==> src/rtl/aes_usb_pkg.sv <==
// -----------------------------------------------------------------------------
// aes_usb_pkg
// Shared definitions for the USB-receive to AES block scheduler:
//   state_t             scheduler FSM states
//   BLOCK_BYTES         bytes per AES block (128-bit datapath)
//   PAD_BYTE            fill value for the tail of a short final block
//   AES_TIMEOUT_DEFAULT default cycle limit from aes_start to aes_done
// -----------------------------------------------------------------------------
package aes_usb_pkg;

  localparam int BLOCK_BYTES = 16;
  localparam logic [7:0] PAD_BYTE = 8'h00;
  localparam int AES_TIMEOUT_DEFAULT = 64;

  typedef enum logic [2:0] {
    IDLE,
    LOAD,
    PAD,
    START,
    WAIT_AES,
    UNLOAD,
    DRAIN
  } state_t;

endpackage

==> src/rtl/aes_block_buf.sv <==
// -----------------------------------------------------------------------------
// aes_block_buf
// 16 x 8-bit block buffer shared by plaintext assembly and ciphertext unload.
// Byte 0 is the most significant byte of the 128-bit view ([127:120]).
// Ports:
//   clk, n_rst        clock, asynchronous active-low reset (clears all bytes)
//   wr_en/wr_idx/wr_data   single byte write
//   ld_en/ld_data     128-bit parallel load (ciphertext capture)
//   pad_en/pad_idx    write PAD_BYTE to every byte at index >= pad_idx
//   rd_idx/rd_data    byte read
//   pt                128-bit parallel read
// Simultaneous operations resolve as load > pad > byte write.
// -----------------------------------------------------------------------------
module aes_block_buf
  import aes_usb_pkg::*;
(
  input  logic         clk,
  input  logic         n_rst,
  input  logic         wr_en,
  input  logic [3:0]   wr_idx,
  input  logic [7:0]   wr_data,
  input  logic         ld_en,
  input  logic [127:0] ld_data,
  input  logic         pad_en,
  input  logic [3:0]   pad_idx,
  input  logic [3:0]   rd_idx,
  output logic [127:0] pt,
  output logic [7:0]   rd_data
);

  logic [7:0] mem [BLOCK_BYTES];

  always_ff @(posedge clk or negedge n_rst) begin
    if (!n_rst) begin
      for (int i = 0; i < BLOCK_BYTES; i++) mem[i] <= '0;
    end else if (ld_en) begin
      for (int i = 0; i < BLOCK_BYTES; i++) mem[i] <= ld_data[127-8*i -: 8];
    end else if (pad_en) begin
      for (int i = 0; i < BLOCK_BYTES; i++) begin
        if (i >= int'(pad_idx)) mem[i] <= PAD_BYTE;
      end
    end else if (wr_en) begin
      mem[wr_idx] <= wr_data;
    end
  end

  always_comb begin
    pt = '0;
    for (int i = 0; i < BLOCK_BYTES; i++) pt[127-8*i -: 8] = mem[i];
  end

  assign rd_data = mem[rd_idx];

endmodule

==> src/rtl/aes_block_sched.sv <==
// -----------------------------------------------------------------------------
// aes_block_sched
// Drains received bytes from the RX FIFO into a 16-byte block, starts the AES
// core, waits for the ciphertext and streams it byte-wise into the TX FIFO.
// A short final block (end of packet) is zero padded; a partial block hit by a
// receive error is discarded and the rest of the packet drained.
// Ports:
//   clk, n_rst             clock, asynchronous active-low reset
//   rx_empty, rx_rdata     RX FIFO status / first-word-fall-through head
//   rx_read                pop RX head this cycle
//   rcving, r_error        receiver busy / receiver error
//   aes_start, aes_pt      one-cycle start pulse, plaintext block
//   aes_done, aes_ct       one-cycle completion pulse, ciphertext
//   tx_full                TX FIFO full
//   tx_write, tx_wdata     push a ciphertext byte, MSB byte first
//   clr_err                clear err_flag
//   busy, err_flag, blk_cnt  status: not idle, sticky error, blocks sent
//   dbg_state              current FSM state
//
// Handshakes: a byte moves on the RX side in every cycle where rx_read=1
// (rx_read is only raised while rx_empty=0), and on the TX side in every cycle
// where tx_write=1 (tx_write is only raised while tx_full=0). Both strobes are
// combinational from the current state and the FIFO flag, so a byte per cycle
// flows in each direction.
// -----------------------------------------------------------------------------
module aes_block_sched
  import aes_usb_pkg::*;
#(
  parameter int BLOCK_BYTES = aes_usb_pkg::BLOCK_BYTES,
  parameter int AES_TIMEOUT = AES_TIMEOUT_DEFAULT,
  parameter int CNT_W       = 16
) (
  input  logic             clk,
  input  logic             n_rst,
  input  logic             rx_empty,
  input  logic [7:0]       rx_rdata,
  output logic             rx_read,
  input  logic             rcving,
  input  logic             r_error,
  output logic             aes_start,
  output logic [127:0]     aes_pt,
  input  logic             aes_done,
  input  logic [127:0]     aes_ct,
  input  logic             tx_full,
  output logic             tx_write,
  output logic [7:0]       tx_wdata,
  input  logic             clr_err,
  output logic             busy,
  output logic             err_flag,
  output logic [CNT_W-1:0] blk_cnt,
  output state_t           dbg_state
);

  localparam logic [3:0] LAST_IDX = 4'(BLOCK_BYTES - 1);
  localparam int TMR_W = $clog2(AES_TIMEOUT) + 1;
  localparam logic [TMR_W-1:0] TO_LAST = TMR_W'(AES_TIMEOUT - 1);

  state_t           state;
  logic [3:0]       count;
  logic [TMR_W-1:0] timer;
  logic             rcving_q;
  logic             pkt_end;

  logic             load_pop;
  logic             timeout;
  logic             pkt_fall;
  logic             pkt_clr;
  logic             err_set;
  logic [7:0]       buf_byte;

  // A pop in LOAD is suppressed while r_error is high so an erroring packet
  // never contributes a byte to the block.
  assign load_pop  = (state == LOAD) && !rx_empty && !r_error;
  assign rx_read   = load_pop || ((state == DRAIN) && !rx_empty);
  assign tx_write  = (state == UNLOAD) && !tx_full;
  assign tx_wdata  = (state == UNLOAD) ? buf_byte : 8'h00;
  assign aes_start = (state == START);
  assign busy      = (state != IDLE);
  assign dbg_state = state;

  // Timer runs from 0 in START; aes_done is still honoured on the last cycle.
  assign timeout  = (state == WAIT_AES) && (timer == TO_LAST);
  assign pkt_fall = rcving_q && !rcving;

  // pkt_end is consumed when LOAD leaves on an empty FIFO (to PAD or IDLE),
  // when no block is open and the FIFO is empty, or when a drain completes.
  assign pkt_clr = ((state == LOAD) && !r_error && rx_empty && pkt_end)
                 || (((state == LOAD) || (state == IDLE)) && (count == 4'd0) && rx_empty)
                 || ((state == DRAIN) && rx_empty && !r_error);

  assign err_set = ((state == LOAD) && r_error && (count != 4'd0))
                 || (timeout && !aes_done);

  aes_block_buf u_buf (
    .clk     (clk),
    .n_rst   (n_rst),
    .wr_en   (load_pop),
    .wr_idx  (count),
    .wr_data (rx_rdata),
    .ld_en   ((state == WAIT_AES) && aes_done),
    .ld_data (aes_ct),
    .pad_en  (state == PAD),
    .pad_idx (count),
    .rd_idx  (count),
    .pt      (aes_pt),
    .rd_data (buf_byte)
  );

  always_ff @(posedge clk or negedge n_rst) begin
    if (!n_rst) begin
      state    <= IDLE;
      count    <= '0;
      timer    <= '0;
      rcving_q <= 1'b0;
      pkt_end  <= 1'b0;
      err_flag <= 1'b0;
      blk_cnt  <= '0;
    end else begin
      rcving_q <= rcving;

      // A new end-of-packet edge must not be lost to a same-cycle clear.
      if (pkt_fall)     pkt_end <= 1'b1;
      else if (pkt_clr) pkt_end <= 1'b0;

      if (err_set)      err_flag <= 1'b1;
      else if (clr_err) err_flag <= 1'b0;

      if ((state == START) || (state == WAIT_AES)) timer <= timer + TMR_W'(1);
      else                                          timer <= '0;

      case (state)
        IDLE: begin
          count <= '0;
          if (r_error)        state <= DRAIN;
          else if (!rx_empty) state <= LOAD;
        end

        LOAD: begin
          if (r_error) begin
            count <= '0;
            state <= DRAIN;
          end else if (!rx_empty) begin
            count <= count + 4'd1;
            if (count == LAST_IDX) state <= START;
          end else if (pkt_end) begin
            state <= (count != 4'd0) ? PAD : IDLE;
          end
        end

        PAD: begin
          count <= '0;
          state <= START;
        end

        START: state <= WAIT_AES;

        WAIT_AES: begin
          if (aes_done) begin
            count <= '0;
            state <= UNLOAD;
          end else if (timeout) begin
            state <= IDLE;
          end
        end

        UNLOAD: begin
          if (!tx_full) begin
            count <= count + 4'd1;
            if (count == LAST_IDX) begin
              blk_cnt <= blk_cnt + CNT_W'(1);
              count   <= '0;
              state   <= rx_empty ? IDLE : LOAD;
            end
          end
        end

        DRAIN: begin
          count <= '0;
          if (rx_empty && !r_error) state <= IDLE;
        end

        default: state <= IDLE;
      endcase
    end
  end

endmodule

==> config.mk <==
export PLATFORM = sky130hd
export DESIGN_NAME = aes_block_sched
export DESIGN_NICKNAME = d
export VERILOG_FILES = /design/src/rtl/aes_usb_pkg.sv /design/src/rtl/aes_block_buf.sv /design/src/rtl/aes_block_sched.sv
export SDC_FILE = /design/constraint.sdc
export NUM_CORES = 1
export LEC_CHECK = 0
export ABC_AREA = 1
export CELL_PAD_IN_SITES_DETAIL_PLACEMENT = 0
export CELL_PAD_IN_SITES_GLOBAL_PLACEMENT = 2
export CORE_UTILIZATION = 25
export DETAILED_ROUTE_END_ITERATION = 7
export MAX_ROUTING_LAYER = met4
export PLACE_DENSITY = 0.93
export SLEW_MARGIN = 0
export SYNTH_ARGS = -nofsm -noshare
export SYNTH_HDL_FRONTEND = slang
export SYNTH_SLANG_ARGS = --single-unit
==> constraint.sdc <==
create_clock -name clk -period 3 [get_ports clk]
set_input_delay 0.6 -clock clk [delete_from_list [all_inputs] [get_ports clk]]
set_output_delay 0.6 -clock clk [all_outputs]
set_load 0.05 [all_outputs]
==> metrics <==
synth unique cells=37; CTS Sinks=between 150 and 200; failing checks=DRC; Final Power=0.01620 W; Gate Count Post-Synth=1623; Final Hold Vio Count=0; critical path endpoint category=output pin; M1 GR Usage=31.83%; Max Fclk=roughly 340 MHz; synthesized flop and latch total=~160; placement row count=between 70 and 80; # setup viols final=0; hold_buf cts=0; DIE HEIGHT=between 200 and 250 um; clock buffer depth=2; post-synth top area cell=dfrtp_1; Initial Utilization=approximately a quarter; Die Wd=~210 um; core box area=between 0.04 and 0.05 mm2; Final period util=96.77%; final layout net count=2086; final core occ=36.69%; Worst Path Arrival=between 2 and 2.5 ns; Peak VDD IR=about 520 uV; maxcap violations=0; area share of the largest cell type after synthesis=between 30% and 40%; DRT Pass-1 Iters=8; min cycle time layout=between 2 and 3 ns; sequential area share after synthesis=between 30% and 40%; IO Port Bufs=just over 300; Setup TNS=0 ns; power per cell area=around 1100 mW/mm2; DRC viols=19; die footprint=0.04281 mm2; first-pass GRT wire length=about 74000 um; Area Growth Syn to Fin=43.71%; Worst-path clk slew=0.07 ns; total wire length=around 50000 um; Inserted Clock Buffers=17; Slew HR=39.74%; met2 usage=39.38%; RD Place Congestion=~0.95; Root Driver=clkbuf_16; Crit Path Category=flop to output pin; detailed placer's ending HPWL=roughly 39000 um; Avg Inst Size Synth=6.467 um2; most used routing layer=met2; Clock Latency Late Sink=approximately 0.45 ns; final-report max-slew violation count=0; Leak=7.281 nW; via count=between 10000 and 15000; number of routed nets with antenna violations=0; GRT overflow=0; met3 Resource Use GR=approximately 4.7%; main area contributors after synthesis=dfrtp_1 (38%), nand2_1 (29%), nand3_1 (5.8%); layout cells sized above 1=a little under a tenth; critical path fanouts, max=7; RR Endpoint=u_buf.pt[30]; crit start category=flop; worst r2r src=count[1]; R2R depth=9; TritonCTS clock tree=yes; Cell Area, Synth=0.01050 mm2; WL/cell=just over 20 um; Worst R2R Setup Slack=just under 0.5 ns; Synthesis Warnings=0; antenna violations before repair=2; Worst path slowest cell=dfrtp_1; total track usage=between 20% and 30%; worst slew pin tran=0.9029 ns; vias per cell=~4.7; status=complete, but fails checks; pin count of the biggest net entering global routing=79; number of global-route vias before repair=between 10000 and 15000; Max stage delay on crit path=about 0.44 ns; Net Count, Synth=around 1800; # H-tree levels=4; worst min-delay path class=input pin to asynchronous set/reset pin; crit-path cells=buf_4 -> nor2_1 -> buf_4 -> nand3_1 -> nand3_1 -> o21ai_0 -> nor2_2 -> buf_12; Req. time, crit path=between 2 and 2.5 ns; Layout Skew=~0.013 ns; DRT iter0 DRCs=between 1000 and 1500; RSZ-0062 raised after global routing=no; I/O pin count=304
[final cells by class]
class / count / area, um2
Multi-Input combinational cell: 1314 / 5862
Inverter: 90 / 339.1
Fill cell: 4429 / 26030
Clock inverter: 9 / 135.1
Clock buffer: 21 / 450.4
Tap cell: 532 / 665.6
Antenna cell: 2 / 5.005
Timing Repair Buffer: 351 / 3595
Sequential cell: 161 / 4033
[where the power goes]
group	switching, W	internal (W)	total [W]
registers	0.00102	0.00300	0.00403
logic	0.00690	0.00300	0.00991
clock network	0.000946	0.00132	0.00227
total	0.00887	0.00733	0.0162
[through the flow]
step | hold WS [ns] | instance area [um2] | cells | setup slack, ns
after floorplan | 0.3044 | 10500 | 1623 | 0.2716
after global placement | 0.4469 | 14470 | 2448 | 0.3640
after detailed placement | 0.4613 | 14470 | 2448 | 0.3514
after CTS | 0.1840 | 15060 | 2478 | 0.001323
after global routing | 0.2007 | 15080 | 2480 | 0.01617
final | 0.1631 | 15080 | 2480 | 0.09682
[per-layer routing]
metal  part of all wire (%)  wire [um]  vias up
li1                       -          -     5741
met1                     43      21690     5541
met2                     48      24130      393
met3                    7.1       3583       45
met4                    1.5        755        0
met5                      0          0        -
[registers in the layout (all words and copies together), names as in the netlist]
name       count
rcving_q       1
blk_cnt       16
pkt_end        1
u_buf.pt     128
count          4
dbg_state      3
err_flag       1
timer          7
[critical path: cells and delay by family (launching register included)]
kind	cells	cell delay, ns
AND/OR/NAND/NOR	4	0.75
buffers and inverters	3	0.55
flip-flops	1	0.44
AO/OA/AOI/OAI	1	0.10
[kinds of logic (layout without fill, tap and decap cells)]
group | Yosys count | count (layout) | share of synthesized area [%]
xor gates and xnor gates | 12 | 12 | 1.001
DFF | 161 | 161 | 38.38
AOI/OAI and AO/OA | 152 | 152 | 8.154
other | 0 | 2 | 0
buffers and inverters | 148 | 471 | 5.984
adders and majority gates | 7 | 7 | 0.8344
and+or+nand+nor | 1143 | 1143 | 45.64
[placed cells by master (no fill, tap or decap), types with 2 or more instances in the layout]
cell type,n
nand2_1,797
clkdlybuf4s50_1,292
dfrtp_1,158
nor2_1,131
nand3_1,122
o21ai_0,114
inv_1,80
buf_4,40
nor2_2,19
buf_12,18
clkbuf_16,17
nand2_2,16
o21ai_2,13
nor3_1,11
or2_2,11
a21oi_1,10
o211ai_1,10
nand3_2,9
nand4_1,9
xor2_1,9
inv_2,7
ha_1,7
nor2_8,6
nor2_4,4
nand3b_1,4
xnor2_1,3
bufinv_16,3
clkbuf_1,3
clkinvlp_4,3
dfrtp_2,3
diode_2,2
nand2_4,2
clkinv_2,2
clkinv_1,2
clkinv_4,2
[synthesized netlist by cell type]
cell type and n:
nand2_1 798, dfrtp_1 161, nor2_1 139, nand3_1 122
o21ai_0 115, inv_1 81, buf_2 26, clkbuf_1 24
nand2_2 15, o21ai_2 13, nor2_2 11, nor3_1 11
or2_2 11, a21oi_1 10, o211ai_1 10, nand3_2 9
nand4_1 9, xor2_1 9, ha_1 7, inv_2 7
nor2_8 6, buf_4 4, nand3b_1 4, nor2_4 4
xnor2_1 3, clkinv_1 2, nand2_4 2, a21oi_2 1
a21oi_4 1, and2_1 1, and3_1 1, buf_1 1
buf_12 1, buf_6 1, clkbuf_2 1, o21bai_1 1
o221ai_1 1
[timing repair]
item                                    in CTS  in global routing
setup buffers                                0                  0
endpoints found under the hold margin        0                  0
endpoints found under the setup margin       2                  8
gates resized for setup                      2                 10
[worst max path at each step]
stage | endpoint | slack, ns | from | cells after the start
global placement | u_buf.pt[88] | 0.36 | aes_done | 8
floorplan | tx_wdata[1] | 0.27 | dbg_state[2] | 6
finish | tx_wdata[3] | 0.1 | count[1] | 8
detailed placement | u_buf.pt[89] | 0.35 | aes_done | 8
global route | tx_wdata[2] | 0.02 | count[1] | 9
CTS | tx_wdata[1] | 0.001 | count[1] | 8
(Power assumes the default switching activity.)
